`src/rtl/dp_ram_pkg.sv`:
```
// Shared types and default geometry for the dp_ram_param block.
// Optional parity storage is selected with DP_RAM_PARITY_EN.
package dp_ram_pkg;

  localparam int unsigned DEF_DATA_W = 8;
  localparam int unsigned DEF_ADDR_W = 8;
  localparam int unsigned DEF_DEPTH  = 256;

  typedef enum logic {
    ST_INIT  = 1'b0,
    ST_READY = 1'b1
  } state_t;

endpackage : dp_ram_pkg

```
`src/rtl/dp_ram_param_if.sv`:
```
// Request/response bus of dp_ram_param; master drives requests, slave returns read data.
// parity_err exists only when DP_RAM_PARITY_EN is defined.
interface dp_ram_param_if
  import dp_ram_pkg::*;
#(
  parameter int unsigned DATA_W = DEF_DATA_W,
  parameter int unsigned ADDR_W = DEF_ADDR_W
);

  logic              wr_en;
  logic [ADDR_W-1:0] wr_addr;
  logic [DATA_W-1:0] data_in;
  logic              rd_en;
  logic [ADDR_W-1:0] rd_addr;
  logic [DATA_W-1:0] data_out;
  logic              rd_valid;
  logic              init_busy;
  logic              addr_err;
`ifdef DP_RAM_PARITY_EN
  logic              parity_err;
`endif

  modport master (
    output wr_en, wr_addr, data_in, rd_en, rd_addr,
    input  data_out, rd_valid, init_busy, addr_err
`ifdef DP_RAM_PARITY_EN
    , parity_err
`endif
  );

  modport slave (
    input  wr_en, wr_addr, data_in, rd_en, rd_addr,
    output data_out, rd_valid, init_busy, addr_err
`ifdef DP_RAM_PARITY_EN
    , parity_err
`endif
  );

endinterface : dp_ram_param_if

```
`src/rtl/dp_ram_core.sv`:
```
// Plain storage array: one synchronous write port, one combinational read port.
// Callers guarantee addresses are below DEPTH before enabling a write or using read data.
module dp_ram_core #(
  parameter int unsigned WIDTH  = 8,
  parameter int unsigned ADDR_W = 8,
  parameter int unsigned DEPTH  = 256
) (
  input  logic              clk,
  input  logic              we,
  input  logic [ADDR_W-1:0] waddr,
  input  logic [WIDTH-1:0]  wdata,
  input  logic [ADDR_W-1:0] raddr,
  output logic [WIDTH-1:0]  rdata_c
);

  localparam int unsigned IDX_W = (DEPTH > 1) ? $clog2(DEPTH) : 1;

  logic [WIDTH-1:0] mem [DEPTH];

  always_ff @(posedge clk) begin
    if (we) begin
      mem[IDX_W'(waddr)] <= wdata;
    end
  end

  assign rdata_c = mem[IDX_W'(raddr)];

endmodule : dp_ram_core

```
`src/rtl/dp_ram_param.sv`:
```
// Parameterised RAM with power-up clear sweep, write-first bypass and address range checks.
// Define DP_RAM_PARITY_EN to store an even-parity bit per word and report parity_err on reads.
module dp_ram_param
  import dp_ram_pkg::*;
#(
  parameter int unsigned DATA_W = DEF_DATA_W,
  parameter int unsigned ADDR_W = DEF_ADDR_W,
  parameter int unsigned DEPTH  = DEF_DEPTH
) (
  input  logic           clk,
  input  logic           rst,
  dp_ram_param_if.slave  bus
);

`ifdef DP_RAM_PARITY_EN
  localparam int unsigned PAR_W = 1;
`else
  localparam int unsigned PAR_W = 0;
`endif
  localparam int unsigned MEM_W = DATA_W + PAR_W;
  localparam int unsigned CMP_W = ADDR_W + 1;
  localparam logic [CMP_W-1:0]  DEPTH_L = CMP_W'(DEPTH);
  localparam logic [ADDR_W-1:0] LAST_L  = ADDR_W'(DEPTH - 1);

  state_t            state_q, state_d;
  logic [ADDR_W-1:0] clr_q, clr_d;

  logic              core_we;
  logic [ADDR_W-1:0] core_waddr;
  logic [MEM_W-1:0]  core_wdata;
  logic [MEM_W-1:0]  core_rdata;
  logic [MEM_W-1:0]  wr_word;

  logic              ready_c;
  logic              wr_in_c, rd_in_c;
  logic              wr_ok_c, rd_ok_c;
  logic              bypass_c;
  logic              err_c;

  logic [DATA_W-1:0] data_out_q;
  logic              rd_valid_q;
  logic              init_busy_q;
  logic              addr_err_q;

  // Request qualification: only READY requests count, and only in-range ones touch memory.
  assign ready_c  = (state_q == ST_READY);
  assign wr_in_c  = ({1'b0, bus.wr_addr} < DEPTH_L);
  assign rd_in_c  = ({1'b0, bus.rd_addr} < DEPTH_L);
  assign wr_ok_c  = ready_c & bus.wr_en & wr_in_c;
  assign rd_ok_c  = ready_c & bus.rd_en & rd_in_c;
  assign bypass_c = wr_ok_c & rd_ok_c & (bus.wr_addr == bus.rd_addr);
  assign err_c    = ready_c & ((bus.wr_en & ~wr_in_c) | (bus.rd_en & ~rd_in_c));

`ifdef DP_RAM_PARITY_EN
  assign wr_word = {^bus.data_in, bus.data_in};
`else
  assign wr_word = bus.data_in;
`endif

  always_ff @(posedge clk) begin
    if (rst) begin
      state_q <= ST_INIT;
      clr_q   <= '0;
    end else begin
      state_q <= state_d;
      clr_q   <= clr_d;
    end
  end

  // INIT owns the write port to clear one word per cycle; READY hands it to requests.
  always_comb begin
    state_d    = state_q;
    clr_d      = clr_q;
    core_we    = 1'b0;
    core_waddr = bus.wr_addr;
    core_wdata = wr_word;
    case (state_q)
      ST_INIT: begin
        core_we    = 1'b1;
        core_waddr = clr_q;
        core_wdata = '0;
        if (clr_q == LAST_L) begin
          state_d = ST_READY;
        end else begin
          clr_d = clr_q + ADDR_W'(1);
        end
      end
      ST_READY: begin
        core_we = wr_ok_c;
      end
      default: begin
        state_d = ST_INIT;
      end
    endcase
  end

  dp_ram_core #(
    .WIDTH  (MEM_W),
    .ADDR_W (ADDR_W),
    .DEPTH  (DEPTH)
  ) u_core (
    .clk     (clk),
    .we      (core_we),
    .waddr   (core_waddr),
    .wdata   (core_wdata),
    .raddr   (bus.rd_addr),
    .rdata_c (core_rdata)
  );

  always_ff @(posedge clk) begin
    if (rst) begin
      data_out_q  <= '0;
      rd_valid_q  <= 1'b0;
      init_busy_q <= 1'b1;
      addr_err_q  <= 1'b0;
    end else begin
      rd_valid_q  <= rd_ok_c;
      init_busy_q <= (state_d == ST_INIT);
      addr_err_q  <= err_c;
      if (rd_ok_c) begin
        data_out_q <= bypass_c ? bus.data_in : core_rdata[DATA_W-1:0];
      end
    end
  end

  assign bus.data_out  = data_out_q;
  assign bus.rd_valid  = rd_valid_q;
  assign bus.init_busy = init_busy_q;
  assign bus.addr_err  = addr_err_q;

`ifdef DP_RAM_PARITY_EN
  logic parity_err_q;

  // Bypassed reads use fresh data_in, so they can never carry a stored-parity fault.
  always_ff @(posedge clk) begin
    if (rst) begin
      parity_err_q <= 1'b0;
    end else begin
      parity_err_q <= rd_ok_c & ~bypass_c & (^core_rdata);
    end
  end

  assign bus.parity_err = parity_err_q;
`endif

endmodule : dp_ram_param

```
`src/flat_wrapper.sv`:
```
// flat-port wrapper written by rule: the top's interface ports become plain ports
module dp_ram_param_flat import dp_ram_pkg::*;
#(
  parameter int unsigned DATA_W = DEF_DATA_W,
  parameter int unsigned ADDR_W = DEF_ADDR_W,
  parameter int unsigned DEPTH  = DEF_DEPTH
)
  (clk, rst, bus_wr_en, bus_wr_addr, bus_data_in, bus_rd_en, bus_rd_addr, bus_data_out, bus_rd_valid, bus_init_busy, bus_addr_err);
  dp_ram_param_if #(.DATA_W(DATA_W), .ADDR_W(ADDR_W)) bus_i ();
  input  logic clk;
  input  logic rst;
  input wire logic [$bits(bus_i.wr_en)-1:0] bus_wr_en;
  input wire logic [$bits(bus_i.wr_addr)-1:0] bus_wr_addr;
  input wire logic [$bits(bus_i.data_in)-1:0] bus_data_in;
  input wire logic [$bits(bus_i.rd_en)-1:0] bus_rd_en;
  input wire logic [$bits(bus_i.rd_addr)-1:0] bus_rd_addr;
  output wire logic [$bits(bus_i.data_out)-1:0] bus_data_out;
  output wire logic [$bits(bus_i.rd_valid)-1:0] bus_rd_valid;
  output wire logic [$bits(bus_i.init_busy)-1:0] bus_init_busy;
  output wire logic [$bits(bus_i.addr_err)-1:0] bus_addr_err;
  assign bus_i.wr_en = bus_wr_en;
  assign bus_i.wr_addr = bus_wr_addr;
  assign bus_i.data_in = bus_data_in;
  assign bus_i.rd_en = bus_rd_en;
  assign bus_i.rd_addr = bus_rd_addr;
  assign bus_data_out = bus_i.data_out;
  assign bus_rd_valid = bus_i.rd_valid;
  assign bus_init_busy = bus_i.init_busy;
  assign bus_addr_err = bus_i.addr_err;
  dp_ram_param #(.DATA_W(DATA_W), .ADDR_W(ADDR_W), .DEPTH(DEPTH)) u_core (.clk(clk), .rst(rst), .bus(bus_i));
endmodule
```
`config.mk`:
```
export PLATFORM = sky130hd
export DESIGN_NAME = dp_ram_param_flat
export DESIGN_NICKNAME = d
export VERILOG_FILES = /design/src/rtl/dp_ram_pkg.sv /design/src/rtl/dp_ram_param_if.sv /design/src/rtl/dp_ram_core.sv /design/src/rtl/dp_ram_param.sv /design/src/flat_wrapper.sv
export SDC_FILE = /design/constraint.sdc
export NUM_CORES = 2
export LEC_CHECK = 0
export ABC_AREA = 1
export CAP_MARGIN = 20
export CORE_MARGIN = 8
export CORE_UTILIZATION = 50
export DETAILED_ROUTE_END_ITERATION = 6
export HOLD_SLACK_MARGIN = 0.05
export PLACE_DENSITY = 0.72
export SYNTH_ARGS = -nofsm -noshare
export SYNTH_HDL_FRONTEND = slang
export SYNTH_SLANG_ARGS = --single-unit
```
`constraint.sdc`:
```
create_clock -name clk -period 6 [get_ports clk]
set_clock_uncertainty 0.1 [all_clocks]
set_input_delay 0.6 -clock clk [delete_from_list [all_inputs] [get_ports clk]]
set_output_delay 0.6 -clock clk [all_outputs]
set_load 0.01 [all_outputs]
```
# After elaboration in Yosys (flattened, before gate mapping)
# Memories as Yosys holds them, arrays and structs flattened. A register that Yosys moved wholly into a read port is not among the register bits.
# Index checks and enable logic that the tools add are counted.
[word_totals] wordCells=20 in_bits=28 mem_bits_rw=2048 n_memories=1 reg_bits=11 output_inout_bits=11
[mem_list] memory="u_core.u_core.mem" depth=256 width=8 read_ports=1 rd_clocked_by_memory_dff=1 wr=1 line="dp_ram_core.sv:18" text="logic [WIDTH-1:0] mem [DEPTH];"
[op_classes] add_sub_neg=1 eq_ne=1 reduce_logical=1 n_bitwise=5 mux=7
[ops] cell="$mux W8" count=2
[ops] cell="$add A8 B1 Y8 const B" count=1
[ops] cell="$eq A8 B8 Y1 const B" count=1
[ops] cell="$mux W1" count=4
[ops] cell="$not A1 Y1" count=3
[ops] cell="$and A1 B1 Y1" count=2
[ops] cell="$pmux W1 S2" count=1
[ops] cell="$reduce_and A2 Y1" count=1

# Logic depth before layout (Yosys ltp)
[logic_depth] ltp_word=4 depth_mapped=17 depth_no_buf=13

# Cells and area by module
# Synthesis repeated with hierarchy kept, for this count alone.
[hier_totals] cells_unflattened=7211 hier_area_um2=84533.6
[by_module_without_submodules] module="dp_ram_core" instances=1 seq_area_each_um2=61499.0 area_each_um2=83236.1 cells_each=6995
[by_module_without_submodules] module="dp_ram_param" instances=1 seq_area_each_um2=380.4 area_each_um2=1297.5 cells_each=216

# Worst setup path before layout
# No wires, ideal clock.
[synth_path] kind="reg2reg" startpoint="register u_core.state_q (netlist: u_core.ready_c)" endpoint="memory u_core.u_core.mem[0][6], data pin" setup_time_ns=0.773 slack_ns=1.475 stages_incl_launch_ff=5 arrival_ns=3.652 synth_period_minus_slack_ns=4.525 n_path_buf=2 required_time_ns=5.127 cell_sequence="dfxtp_1 > buf_6 > clkbuf_1 > nand2_1 > inv_1"
[synth_via] elab_chain_cells=1
[synth_lines] element="start, declared" line="dp_ram_param.sv:25" text="state_t state_q, state_d;"
[synth_lines] element="start signal, assigned" line="dp_ram_param.sv:65" text="state_q <= state_d;"
[synth_lines] element="$mux W8" line="dp_ram_param.sv:77" text="case (state_q)"
[synth_lines] element="via u_core.core_wdata[6]" line="dp_ram_param.sv:30" text="logic [MEM_W-1:0] core_wdata;"
[synth_lines] element="end, declared" line="dp_ram_core.sv:18"
# The timed path passes the listed nets, and every way through them passes these cells.

# Final worst setup path
[layout_path] startpoint="register u_core.state_q (netlist: u_core.ready_c)" endpoint="memory u_core.u_core.mem[41][4] (enable)"
[layout_via] elab_chain_cells=4 word_cells_on_any_way=6 classes_between="4 x mux; 2 x bitwise"
[layout_lines] element="$and A1 B1 Y1 or $not A1 Y1 (tied branches)"
[layout_lines] element="$pmux W1 S2" line="dp_ram_param.sv:77"
[layout_lines] element="$mux W1" line="dp_ram_core.sv:21" text="if (we) begin"
[layout_lines] element="$mux W1 (not written as such)" line="dp_ram_core.sv:22" text="mem[IDX_W'(waddr)] <= wdata;"
# Parallel ways exist; a longest one is shown, timed or not.

==> flow_summary.yaml <==
outcome:
  outcome: "finished, final reports clean"
detailed_routing:
  first_iter_violations: 7876
  drt-total-wl_mm: 224
  postRouteAntennaNets: 0
  via_count: 56000
  drc_errors: 0
  dr.pass1.iters: 7
  wl_per_cell_um: 24.0
  vias_per_cell: 5.98
die:
  rows: 150
  die_h_um: 426
  core_area_sq_um: 167000
  fp.dieArea_sq_um: 181000
  die_w_um: 426
  io_pins: 39
  start_util: 0.503
final_layout:
  seqCellArea_sq_um: 61900
  multi_input_area_sq_um: 19700
  fin_nets: 7020
  fillers: 13400
  layout-drive-gt1-share: 0.0550
  area_growth_pct: 9.82
power_and_ir_drop:
  powerDensity_nw_per_um2: 317
  p_leak_uw: 0.0328
  peakVddDrop_mv: 0.261
worst_setup_path:
  crit_path_end_kind: "register"
  ff2ff_path_depth: 7
  cp-start-kind: "register"
  critPathKind: "reg2reg"
  required_ns: 6.34
  arrival_ns: 4.99
  crit_fanout: 23
timing:
  grt_setup_unrepaired: "false"
  whs_ns: 0.418
  hold_violations: 0
  fmax_mhz: 215
  slew_headroom: 0.111
  finalCritPeriodShare: 0.775
  tightestPinTransition_ns: 1.33
  drv_slew: 0
  post-route-min-period_ns: 4.65
  setup_viol: 0
  setup_tns_ns: 0
clock_network:
  cts_tree: "yes"
  cts-hold-fix-buffers: 0
  cts_root_buf: "clkbuf_16"
  clkLatencyLatePin_ns: 0.84
  postCtsSetupBuffers: 0
  cts.sinks: 2067
  cts.repair.resized: 0
  htreeDepth: 4
  cts_made_buffers: 197
  cts.clk_slew.worst_paths_ns: 0.06
  cts_buffer_depth: 3
min_path:
  worst_hold_path.num_cells: 2
  hp-class: "reg2reg"
logic_synthesis:
  syn_inst: 7157
  yosys_register_bits: 2067
  synthAdderAreaFrac: 0.000149
  synthXorXnorAreaFrac: 0.000208
  yosys.area_share.simple: 0.231
  synth_compound_area_frac: 0.00292
  synthTopCellsByArea: "edfxtp_1, nand3_1, nand2_1"
  synth_warnings: 0
  synth_top_area_share: 0.732
  synth_area_per_cell_sq_um: 11.7
  ys_top_cells_by_count: "nand2_1, edfxtp_1, nand3_1"
  synth.yosys.seq_area_share: 0.736
  synthesis.nets: 7186
  synth_edf_count: 2048
  synth_top_family_by_area: "simple AND/OR/NAND/NOR gates"
  synthArstFlopShare: 0
  synthMuxAreaShare: 0
  syn_area_sq_um: 84000
  yosysUniqueCellTypes: 32
  synth_top_area_cell: "edfxtp_1"
  synth.most_common_cell: "nand2_1"
  ys.flop_type: "edfxtp_1"
placement:
  dp_hpwl_mm: 127
  numPortBuffers: 37
  gp_congestion: 0.951
global_route:
  grtUsageTotal: 0.241
  grt_max_degree: 223
  grt-ovfl-total: 0
  grt_first_pass_wirelength_mm: 332
  antenna_found_initial: 2
  grt_pass1_vias: 54000
run:
  maxCapViolations: 0
power breakdown:
part	switching [uW]	internal [uW]
Clock	5260	6900
Sequential	5.04	15600
Combinational	1060	368
Total	6320	22900
kinds of logic after synthesis:
group | after synthesis
simple gates | 4493
flops | 2067
buf+inv | 553
compound gates | 40
xor+xnor | 2
fa+ha+maj | 1
other cells | 1
per-layer routing:
layer,track usage,vias up,share of wire
li1,-,25000,-
met5,0,-,0.000058
met1,0.318,26900,0.38
met2,0.378,3422,0.46
met4,0.141,2,0.063
met3,0.0429,613,0.098
critical path, stage by stage (launching register included):
cell and delay, ns:
dfxtp_1 0.90, inv_2 0.18, or2_2 0.32, o21ai_0 0.19
inv_1 0.11, nor2_1 0.77, nand2_1 0.85, nor2_1 0.81
final cells by class:
type                            count  area share
Sequential cell                  2067       0.670
Multi-Input combinational cell   4537       0.214
Clock buffer                      239      0.0565
Tap cell                         2204      0.0299
Timing Repair Buffer              123      0.0142
Clock inverter                    120      0.0115
Inverter                           65     0.00366
Antenna cell                        4    0.000108
stage by stage:
stage | cell area (sq um) | total power (uW) | setup WS (ns) | utilization | std cells
final | 92300 | 29200 | 1.35 | 0.553 | 9359
after CTS | 92300 | 29300 | 1.48 | 0.552 | 9354
after global routing | 92300 | 30000 | 1.12 | 0.552 | 9356
after floorplan | 84000 | 16900 | 1.48 | - | 7157
after detailed placement | 86000 | 17300 | 1.28 | 0.515 | 8995
after global placement | 86000 | 17300 | 1.25 | 0.515 | 8995
cells in the final DEF, fill, tap and decap left out, types with 2 or more instances in the layout:
cell type	instances
inv_6	3
o22ai_1	2
o21ai_0	11
nand3_1	2027
xor2_1	2
inv_8	10
inv_16	3
clkbuf_1	36
dfxtp_1	19
nor3_1	3
buf_4	64
buf_8	3
buf_12	22
o21a_1	2
diode_2	4
clkinv_2	38
bufinv_16	17
clkdlybuf4s50_1	31
clkinvlp_4	6
inv_2	5
o21ai_1	2
nor2_1	298
nand2_1	2158
a21oi_2	8
clkinv_1	54
edfxtp_1	2048
buf_2	2
or2_0	2
clkinv_4	2
clkbuf_16	203
a21oi_1	13
inv_1	44
path summary, 6_finish.rpt:
kind	from	end	slack (ns)
setup / recovery	u_core.ready_c	u_core.u_core.mem[41][4]	1.35
hold / removal	u_core.clr_q[5]	u_core.clr_q[5]	0.42
setup reg to reg	u_core.ready_c	u_core.u_core.mem[41][4]	1.35
hold reg to reg	u_core.clr_q[5]	u_core.clr_q[5]	0.42
registers in the layout, indices dropped and copies added, names as in the netlist:
name / flops
u_core.u_core.mem: 2048
u_core.bus.data_out: 8
u_core.clr_q: 8
u_core.bus.init_busy: 1
u_core.bus.rd_valid: 1
u_core.ready_c: 1
Power figures use the tool's default switching activity.
